$ cat config.mk
export PLATFORM = sky130hd
export DESIGN_NAME = decode_issue_stage
export DESIGN_NICKNAME = d
export VERILOG_FILES = /design/src/rtl/decode_issue_stage.sv
export SDC_FILE = /design/constraint.sdc
export NUM_CORES = 1
export LEC_CHECK = 0
export BUFFER_PORTS_ARGS = -buffer_cell sky130_fd_sc_hd__buf_2
export CAP_MARGIN = 20
export CELL_PAD_IN_SITES_DETAIL_PLACEMENT = 1
export CELL_PAD_IN_SITES_GLOBAL_PLACEMENT = 2
export CORE_MARGIN = 2
export CORE_UTILIZATION = 35
export DETAILED_ROUTE_END_ITERATION = 8
export PLACE_DENSITY_LB_ADDON = 0.15
export SLEW_MARGIN = 0
export SYNTH_ARGS = -nofsm -noshare
export SYNTH_HDL_FRONTEND = slang
export SYNTH_SLANG_ARGS = --single-unit
$ cat constraint.sdc
create_clock -name clk -period 24.3 [get_ports clk]
set_clock_uncertainty 0.1 [all_clocks]
set_input_delay 0 -clock clk [delete_from_list [all_inputs] [get_ports clk]]
set_output_delay 0 -clock clk [all_outputs]
set_load 0.01 [all_outputs]
$ cat src/rtl/decode_issue_stage.sv
// Decode/issue stage: register file with write-back bypass, two-word instruction assembly,
// load-use bubble insertion and the ID/EX register. Optional macro: DECODE_ZERO_REG_EN.
module decode_issue_stage #(
    parameter int unsigned WIDTH   = 16,
    parameter int unsigned N_REGS  = 8,
    parameter int unsigned IW      = 16,
    parameter int unsigned PC_W    = 32,
    parameter int unsigned CTRL_W  = 32,
    parameter int unsigned RS1_LSB = 8,
    parameter int unsigned RS2_LSB = 5,
    localparam int unsigned AW     = $clog2(N_REGS)
) (
    input  logic              clk,
    input  logic              reset,
    input  logic [IW-1:0]     instruction_i,
    input  logic              instr_valid_i,
    input  logic [PC_W-1:0]   pc_i,
    input  logic [CTRL_W-1:0] ctrl_i,
    input  logic              ctrl_two_word_i,
    input  logic              ctrl_uses_rs1_i,
    input  logic              ctrl_uses_rs2_i,
    input  logic              ctrl_mem_read_i,
    input  logic              flush_decode_i,
    input  logic              stall_ex_i,
    input  logic              wb_we_i,
    input  logic [AW-1:0]     wb_addr_i,
    input  logic [WIDTH-1:0]  wb_data_i,
    output logic              stall_fetch_o,
    output logic              ex_valid_o,
    output logic [CTRL_W-1:0] ex_ctrl_o,
    output logic              ex_mem_read_o,
    output logic [WIDTH-1:0]  ex_rd1_o,
    output logic [WIDTH-1:0]  ex_rd2_o,
    output logic [WIDTH-1:0]  ex_imm_o,
    output logic [PC_W-1:0]   ex_pc_o,
    output logic [AW-1:0]     ex_rd_addr_o,
    output logic [AW-1:0]     ex_rs1_addr_o,
    output logic [AW-1:0]     ex_rs2_addr_o
);

`ifdef DECODE_ZERO_REG_EN
    localparam bit ZeroRegEn = 1'b1;
`else
    localparam bit ZeroRegEn = 1'b0;
`endif

    typedef enum logic {StOp, StImm} state_e;

    state_e            state_q, state_d;
    logic [WIDTH-1:0]  regs_q [N_REGS];
    logic [CTRL_W-1:0] hold_ctrl_q, hold_ctrl_d;
    logic              hold_mr_q, hold_mr_d;
    logic [PC_W-1:0]   hold_pc_q, hold_pc_d;
    logic [AW-1:0]     hold_rs1_q, hold_rs1_d, hold_rs2_q, hold_rs2_d;

    logic              ex_valid_q, ex_valid_d, ex_mr_q, ex_mr_d;
    logic [CTRL_W-1:0] ex_ctrl_q, ex_ctrl_d;
    logic [WIDTH-1:0]  ex_rd1_q, ex_rd1_d, ex_rd2_q, ex_rd2_d, ex_imm_q, ex_imm_d;
    logic [PC_W-1:0]   ex_pc_q, ex_pc_d;
    logic [AW-1:0]     ex_rd_q, ex_rd_d, ex_rs1_q, ex_rs1_d, ex_rs2_q, ex_rs2_d;

    logic [AW-1:0]     rs1, rs2, ra1, ra2;
    logic [WIDTH-1:0]  rd1, rd2, imm_ext;
    logic [WIDTH+IW-1:0] imm_wide;
    logic              hz, hit1, hit2, load_ex;

    assign rs1 = instruction_i[RS1_LSB +: AW];
    assign rs2 = instruction_i[RS2_LSB +: AW];
    // In StImm the operands come from the addresses captured with the opcode word.
    assign ra1 = (state_q == StImm) ? hold_rs1_q : rs1;
    assign ra2 = (state_q == StImm) ? hold_rs2_q : rs2;
    assign imm_wide = {{WIDTH{1'b0}}, instruction_i};
    assign imm_ext  = imm_wide[WIDTH-1:0];

    always_comb begin
        rd1 = regs_q[ra1];
        rd2 = regs_q[ra2];
        if (wb_we_i && wb_addr_i == ra1) rd1 = wb_data_i;
        if (wb_we_i && wb_addr_i == ra2) rd2 = wb_data_i;
        if (ZeroRegEn && ra1 == '0) rd1 = '0;
        if (ZeroRegEn && ra2 == '0) rd2 = '0;
    end

    assign hit1 = ctrl_uses_rs1_i && rs1 == ex_rd_q && !(ZeroRegEn && rs1 == '0);
    assign hit2 = ctrl_uses_rs2_i && rs2 == ex_rd_q && !(ZeroRegEn && rs2 == '0);
    assign hz   = (state_q == StOp) && instr_valid_i && ex_valid_q && ex_mr_q && (hit1 || hit2);

    assign stall_fetch_o = !reset && !flush_decode_i && (stall_ex_i || hz);
    assign load_ex       = flush_decode_i || !stall_ex_i;

    always_comb begin
        state_d     = state_q;
        hold_ctrl_d = hold_ctrl_q;
        hold_mr_d   = hold_mr_q;
        hold_pc_d   = hold_pc_q;
        hold_rs1_d  = hold_rs1_q;
        hold_rs2_d  = hold_rs2_q;
        ex_valid_d  = ex_valid_q;
        ex_ctrl_d   = ex_ctrl_q;
        ex_mr_d     = ex_mr_q;
        ex_rd1_d    = ex_rd1_q;
        ex_rd2_d    = ex_rd2_q;
        ex_imm_d    = ex_imm_q;
        ex_pc_d     = ex_pc_q;
        ex_rd_d     = ex_rd_q;
        ex_rs1_d    = ex_rs1_q;
        ex_rs2_d    = ex_rs2_q;

        // Every edge that loads EX starts from a cleared bubble; issue overrides it.
        if (load_ex) begin
            ex_valid_d = 1'b0;
            ex_ctrl_d  = '0;
            ex_mr_d    = 1'b0;
            ex_rd1_d   = '0;
            ex_rd2_d   = '0;
            ex_imm_d   = '0;
            ex_pc_d    = '0;
            ex_rd_d    = '0;
            ex_rs1_d   = '0;
            ex_rs2_d   = '0;
        end

        if (flush_decode_i) begin
            state_d     = StOp;
            hold_ctrl_d = '0;
            hold_mr_d   = 1'b0;
            hold_pc_d   = '0;
            hold_rs1_d  = '0;
            hold_rs2_d  = '0;
        end else if (!stall_ex_i && !hz && instr_valid_i) begin
            unique case (state_q)
                StOp: begin
                    if (ctrl_two_word_i) begin
                        hold_ctrl_d = ctrl_i;
                        hold_mr_d   = ctrl_mem_read_i;
                        hold_pc_d   = pc_i;
                        hold_rs1_d  = rs1;
                        hold_rs2_d  = rs2;
                        state_d     = StImm;
                    end else begin
                        ex_valid_d = 1'b1;
                        ex_ctrl_d  = ctrl_i;
                        ex_mr_d    = ctrl_mem_read_i;
                        ex_pc_d    = pc_i;
                        ex_rd1_d   = rd1;
                        ex_rd2_d   = rd2;
                        ex_rd_d    = rs1;
                        ex_rs1_d   = rs1;
                        ex_rs2_d   = rs2;
                    end
                end
                StImm: begin
                    ex_valid_d = 1'b1;
                    ex_ctrl_d  = hold_ctrl_q;
                    ex_mr_d    = hold_mr_q;
                    ex_pc_d    = hold_pc_q;
                    ex_rd1_d   = rd1;
                    ex_rd2_d   = rd2;
                    ex_imm_d   = imm_ext;
                    ex_rd_d    = hold_rs1_q;
                    ex_rs1_d   = hold_rs1_q;
                    ex_rs2_d   = hold_rs2_q;
                    state_d    = StOp;
                end
                default: state_d = StOp;
            endcase
        end
    end

    always_ff @(posedge clk or posedge reset) begin
        if (reset) begin
            for (int i = 0; i < int'(N_REGS); i++) regs_q[i] <= '0;
        end else if (wb_we_i && !(ZeroRegEn && wb_addr_i == '0)) begin
            regs_q[wb_addr_i] <= wb_data_i;
        end
    end

    always_ff @(posedge clk or posedge reset) begin
        if (reset) begin
            state_q     <= StOp;
            hold_ctrl_q <= '0;
            hold_mr_q   <= 1'b0;
            hold_pc_q   <= '0;
            hold_rs1_q  <= '0;
            hold_rs2_q  <= '0;
            ex_valid_q  <= 1'b0;
            ex_ctrl_q   <= '0;
            ex_mr_q     <= 1'b0;
            ex_rd1_q    <= '0;
            ex_rd2_q    <= '0;
            ex_imm_q    <= '0;
            ex_pc_q     <= '0;
            ex_rd_q     <= '0;
            ex_rs1_q    <= '0;
            ex_rs2_q    <= '0;
        end else begin
            state_q     <= state_d;
            hold_ctrl_q <= hold_ctrl_d;
            hold_mr_q   <= hold_mr_d;
            hold_pc_q   <= hold_pc_d;
            hold_rs1_q  <= hold_rs1_d;
            hold_rs2_q  <= hold_rs2_d;
            ex_valid_q  <= ex_valid_d;
            ex_ctrl_q   <= ex_ctrl_d;
            ex_mr_q     <= ex_mr_d;
            ex_rd1_q    <= ex_rd1_d;
            ex_rd2_q    <= ex_rd2_d;
            ex_imm_q    <= ex_imm_d;
            ex_pc_q     <= ex_pc_d;
            ex_rd_q     <= ex_rd_d;
            ex_rs1_q    <= ex_rs1_d;
            ex_rs2_q    <= ex_rs2_d;
        end
    end

    assign ex_valid_o    = ex_valid_q;
    assign ex_ctrl_o     = ex_ctrl_q;
    assign ex_mem_read_o = ex_mr_q;
    assign ex_rd1_o      = ex_rd1_q;
    assign ex_rd2_o      = ex_rd2_q;
    assign ex_imm_o      = ex_imm_q;
    assign ex_pc_o       = ex_pc_q;
    assign ex_rd_addr_o  = ex_rd_q;
    assign ex_rs1_addr_o = ex_rs1_q;
    assign ex_rs2_addr_o = ex_rs2_q;

endmodule

Word level (Yosys, flattened, before mapping)

Cells that the tools add are included.

Logic and storage cells: 146
Bits of input ports: 109
Output and inout port bits: 124
Register bits after elaboration: 323

Eq/ne operators: 5
Bitwise logic cells: 4
Magnitude comparators: 4
Reductions and logical operators: 23
Mux-type cells: 86

Operators by type and width:

| cell                                                                          | number |
|---|---|
| 32-bit two-way mux                                                            | 16 |
| 16-bit two-way mux                                                            | 19 |
| 128-bit bitwise mux                                                           | 1 |
| 32-bit one-hot mux with 2 select lines                                        | 2 |
| 16-bit binary-select mux with 3-bit select                                    | 2 |
| 3-bit two-way mux                                                             | 22 |
| 16-bit one-hot mux with 2 select lines                                        | 2 |
| 16-bit demux with 3-bit select                                                | 1 |
| 3-bit one-hot mux with 2 select lines                                         | 3 |
| 1-bit two-way mux                                                             | 15 |
| 1-bit logical AND                                                             | 13 |
| 3-bit equality test                                                           | 4 |
| 4-bit >= comparator (second input constant)                                   | 3 |
| 3-bit inverter with 4-bit output                                              | 3 |
| 1-bit one-hot mux with 2 select lines                                         | 3 |
| 1-bit logical NOT                                                             | 4 |
| 4-bit by 1-bit less-than comparator with 1-bit output (second input constant) | 1 |
| 2-bit nonzero test                                                            | 2 |
| 1-bit logical OR                                                              | 3 |
| 3-bit AND reduction                                                           | 1 |
| 2-bit inequality test (second input constant)                                 | 1 |
| 1-bit inverter                                                                | 1 |

Logic depth before layout (Yosys ltp)

Depth after elaboration: 10
Depth in mapped cells: 10
Mapped depth without buffers: 6

Least setup slack after synthesis

No wires, ideal clock.

Kind: register to register
From: register ex_rd_q[0], in the netlist ex_rd_addr_o[0]
To: register hold_rs1_q[0]
Arrival: 1.802 ns
Setup time: 0.121 ns
Required time: 24.079 ns
Clock period less this slack: 2.023 ns
Cell stages (with the launch flop): 9
Setup slack: 22.277 ns
Path through: dfrtp_1 -> xnor2_2 -> nand4_1 -> a21oi_4 -> nor3_2 -> and2_1 -> buf_2 -> buf_2 -> a22o_1

Longest elaborated chain between the ends: 9

Ends and longest elaborated chain:

| item                                   | RTL line | source |
|---|---|---|
| start, declared                        | 60       | `logic [AW-1:0] ex_rd_q, ex_rd_d, ex_rs1_q, ex_rs1_d, ex_rs2_q, ex_rs2_d;` |
| start signal, assigned                 | 210      | `ex_rd_q <= ex_rd_d;` |
| 3-bit equality test (on tied branches) | 84, 85   |  |
| 1-bit logical AND (on tied branches)   | 84, 85   |  |
| 1-bit logical OR *                     | 86       | `assign hz = (state_q == StOp) && instr_valid_i && ex_valid_q && ex_mr_q && (hit1 \|\| hit2);` |
| 1-bit logical AND *                    | 86       |  |
| 1-bit logical NOT *                    | 130      | `end else if (!stall_ex_i && !hz && instr_valid_i) begin` |
| 1-bit logical AND * (2 in series)      | 130      |  |
| 2-bit nonzero test (no line) *         | -        |  |
| 3-bit AND reduction (no line) *        | -        |  |
| end signal, assigned                   | 201      | `hold_rs1_q <= hold_rs1_d;` |
| end, declared                          | 54       | `logic [AW-1:0] hold_rs1_q, hold_rs1_d, hold_rs2_q, hold_rs2_d;` |

Mark *: on every way between the ends. The rest lies on a longest branch, timed or not.
A chain may end at the register's enable or synchronous reset.

Worst setup path after layout

From: register state_q
To: register ex_rd2_q[9], in the netlist ex_rd2_o[9]

Longest elaborated chain between the ends: 10

Ends and longest elaborated chain:

| item                                                                                        | RTL line | source |
|---|---|---|
| start, declared                                                                             | 49       | `state_e state_q, state_d;` |
| start signal, assigned                                                                      | 180      | `state_q <= StOp;` |
| start signal, assigned                                                                      | 197      | `state_q <= state_d;` |
| 3-bit two-way mux or 1-bit inverter (tied branches)                                         | -        |  |
| 3-bit inverter with 4-bit output (implied by the code) or 1-bit logical AND (tied branches) | 77, 86   |  |
| 16-bit binary-select mux with 3-bit select or 1-bit logical AND (tied branches)             | 77, 86   |  |
| 16-bit two-way mux (implied by the code) or 1-bit logical AND (tied branches) (2 in series) | 77, 86   |  |
| 16-bit two-way mux or 1-bit logical NOT (tied branches)                                     | 79, 130  |  |
| 16-bit two-way mux or 1-bit logical AND (tied branches)                                     | 133, 130 |  |
| 16-bit one-hot mux with 2 select lines or 1-bit logical AND (tied branches)                 | 131, 130 |  |
| 16-bit two-way mux *                                                                        | 130      |  |
| 16-bit two-way mux *                                                                        | 123      | `if (flush_decode_i) begin` |
| net ex_rd2_d[9]                                                                             | 58       | `logic [WIDTH-1:0] ex_rd1_q, ex_rd1_d, ex_rd2_q, ex_rd2_d, ex_imm_q, ex_imm_d;` |
| end signal, assigned                                                                        | 207      | `ex_rd2_q <= ex_rd2_d;` |
| end, declared                                                                               | 58       |  |

The timed path passes the listed nets; every way through them passes the cells marked *. The select of a mux whose other input is x is not followed.

==> flow_summary.toml <==
[grt]
overflow = 0
grt_max_degree = 170
antenna_found_initial = 7
track_usage_pct = 24.3
grt_pass1_wl_mm = 87.5
grt_pass1_vias = 14400

[status]
violations = "negative hold slack"
outcome = "complete, but fails checks"

[sta]
slew_headroom_pct = 31.2
min_period_ns = 3.65
hold_ws_ns = -0.0177
finalSetupViolCount = 0
period_share_pct = 15.0
drv_slew = 0
hold_viol = 3
fmaxAchievable_mhz = 274
rsz0062_at_grt = "no"
finalSetupTns_ns = 0
worst_pin_slew_ns = 1.03

[power]
power_frac_comb_pct = 15.7
swShare_pct = 28.6
power_mw = 1.46
pwr-share-clk_pct = 40.2
seq_power_share_pct = 44.2
leakage_nw = 8.82
power_density_nw_per_um2 = 75.2
peakVddDrop_uv = 54.0
power.switching_uw = 416
internal-power_mw = 1.04

[clock_network]
path_clk_slew_ns = 0.06
cts_resized = 0
cts_buffer_depth = 3
clock_latency_ns = 0.56
cts_root_buffer = "clkbuf_16"
cts_tree = "yes"
htreeDepth = 2
cts_buffers = 39
cts_sinks = 323

[placed_design]
routabilityCongestion = 0.773
io_buffers = 232
dp_hpwl_mm = 33.1

[synth]
postSynthCellCount = 1496
synth-edff-count = 0
synth_commonest_cells = "dfrtp_1 (323), nand2_1 (192), mux2_2 (132), nor2_1 (100), a22o_1 (91)"
synth.yosys.seq_area_share_pct = 51.6
ys_warn_count = 0
synth_xor_area_share_pct = 0.815
post-synth-top-area-cell = "dfrtp_1"
synthSimpleGateAreaFrac_pct = 15.0
ys.flop_type = "dfrtp_1"
async_flop_share_pct = 100
synth.most_common_cell = "dfrtp_1"
syn_nets = 1605
synth.distinct_cells = 42
synth_area_um2 = 15700
synth_mux_area_share_pct = 9.99
syn_avg_cell_area_um2 = 10.5
ys_top_cells_by_area = "dfrtp_1 (52%), mux2_2 (9.5%), a22o_1 (5.1%), nand2_1 (4.6%), a222oi_1 (4.2%)"
synth_top_family_by_area = "compound AO/OA/AOI/OAI gates"
synth_compound_area_share_pct = 17.9
synth_fa_ha_area_share_pct = 0
ys_seq_elements = 323
yosysTopAreaCellShare_pct = 51.6

[die]
die_area_um2 = 46400
num_io_pins = 233
core_um2 = 44200
num_rows = 77
initial_core_util_pct = 35.4
die_h_um = 215
die_w_um = 215

[setup_path]
cp_cell_sequence = "buf_4 > mux2_2 > xnor2_1 > nand4_1 > nor3_4 > a221o_1"
cp_num_buf_inv = 1
max_stage_delay_ns = 0.89
cp_top_family = "simple AND/OR/NAND/NOR gates"
worstPathArrival_ns = 4.04
critPathRequiredTime_ns = 24.69
crit_type = "reg -> reg"
end_kind = "register"
path_max_fanout = 89
cp-start-kind = "register"
slowest_stage = "mux2_2"

[drt]
first_pass_iters = 6
route.vias.total = 13400
first_iter_violations = 1058
drtAntennaViolNets = 0
drcViolationCount = 0
routed_wl_mm = 56.3
vias_per_cell = 5.65
avgRoutedWirePerCell_um = 23.7

[finish]
regArea_um2 = 8080
final_util_pct = 43.8
areaGrowthSynthToFinish_pct = 23.8
multi_input_area_um2 = 6880
drive_above_1_share_pct = 26.8
fin_nets = 1853
fillers = 4876

[flow_run]
maxCapViolCount = 0

[worst_hold_path]
min_path_type = "in -> async"
-- final cells by class --
cell class	instances	share of cell area (%)
well taps	592	3.82
repair buffers	356	12.2
clock inverters	15	0.652
flip-flops and latches	323	41.7
multi-input cells	1020	35.5
diodes	4	0.0517
clock buffers	57	5.96
inverters	4	0.116
-- kinds of logic after synthesis --
family | after synthesis
compound gates | 367
xor+xnor | 12
flops | 323
buf+inv | 153
simple gates | 503
mux | 138
-- state kept, by name, summed over array words and instances, names as in the netlist, 16 cells and up --
register and count:
ex_ctrl_o 32, ex_imm_o 16, ex_pc_o 32, ex_rd1_o 16, ex_rd2_o 16, hold_ctrl_q 32
hold_pc_q 32, regs_q 128
-- worst min-delay path: stages --
cell and delay [ns]:
dlygate4sd3_1 0.53, buf_2 0.16, inv_8 0.45
-- per-stage QoR --
stage	cells	hold WS [ns]	instance area [um^2]	setup slack [ns]
after global routing	2369	0.0475	19400	20.39
final	2371	-0.0177	19400	20.65
after global placement	2193	0.0850	17100	20.75
after detailed placement	2193	0.0970	17100	20.66
after CTS	2367	0.0197	19400	20.61
after floorplan	1496	-0.0493	15700	15.26
-- per-layer routing --
| metal | GRT usage, % | vias to the layer above | part of all wire (%) |
|---|---|---|---|
| li1 | - | 5990 | - |
| met1 | 31.2 | 6978 | 43 |
| met2 | 41.0 | 338 | 49 |
| met3 | 5.10 | 84 | 5.4 |
| met4 | 7.63 | 4 | 2.5 |
| met5 | 0 | - | 0.048 |
-- repair_timing --
| action | in CTS | in global routing |
|---|---|---|
| buffers inserted | 0 | 0 |
| hold buffers | 102 | 0 |
| endpoints found under the hold margin | 423 | 0 |
-- path summary, 6_finish.rpt --
check | startpoint | endpoint | slack, ns | cells after the start
max in group asynchronous | reset | regs_q[102]$_DFFE_PP0P_ | 22.66 | 4
hold reg to reg | ex_rs2_addr_o[0]$_DFF_PP0_ | ex_rs2_addr_o[0]$_DFF_PP0_ | 0.39 | 2
setup reg to reg | state_q$_DFFE_PP0P_ | ex_rd2_o[9]$_DFF_PP0_ | 20.65 | 6
min in group clk | ctrl_uses_rs1_i | ex_rs1_addr_o[0]$_DFF_PP0_ | 0.08 | 5
hold / removal | reset | ex_ctrl_o[4]$_DFF_PP0_ | -0.02 | 3
setup / recovery | state_q$_DFFE_PP0P_ | ex_rd2_o[9]$_DFF_PP0_ | 20.65 | 6
-- power groups by stage --
stage | Clock (mW) | Combinational (mW) | Sequential [mW]
after floorplan | 0 | 0.155 | 0.637
after global placement | 0 | 0.212 | 0.649
after detailed placement | 0 | 0.218 | 0.651
after CTS | 0.603 | 0.231 | 0.642
after global routing | 0.625 | 0.253 | 0.651
final | 0.585 | 0.228 | 0.643
-- layout by cell type, fill, tap and decap left out, types with 64 or more instances in the layout --
cell,instances
a222oi_1,66
a22o_1,91
buf_2,232
dfrtp_1,322
nor3_1,64
dlygate4sd3_1,102
mux2_2,132
a21oi_1,90
nand2_1,192
nor2_1,100
(Power assumes the default switching activity.)
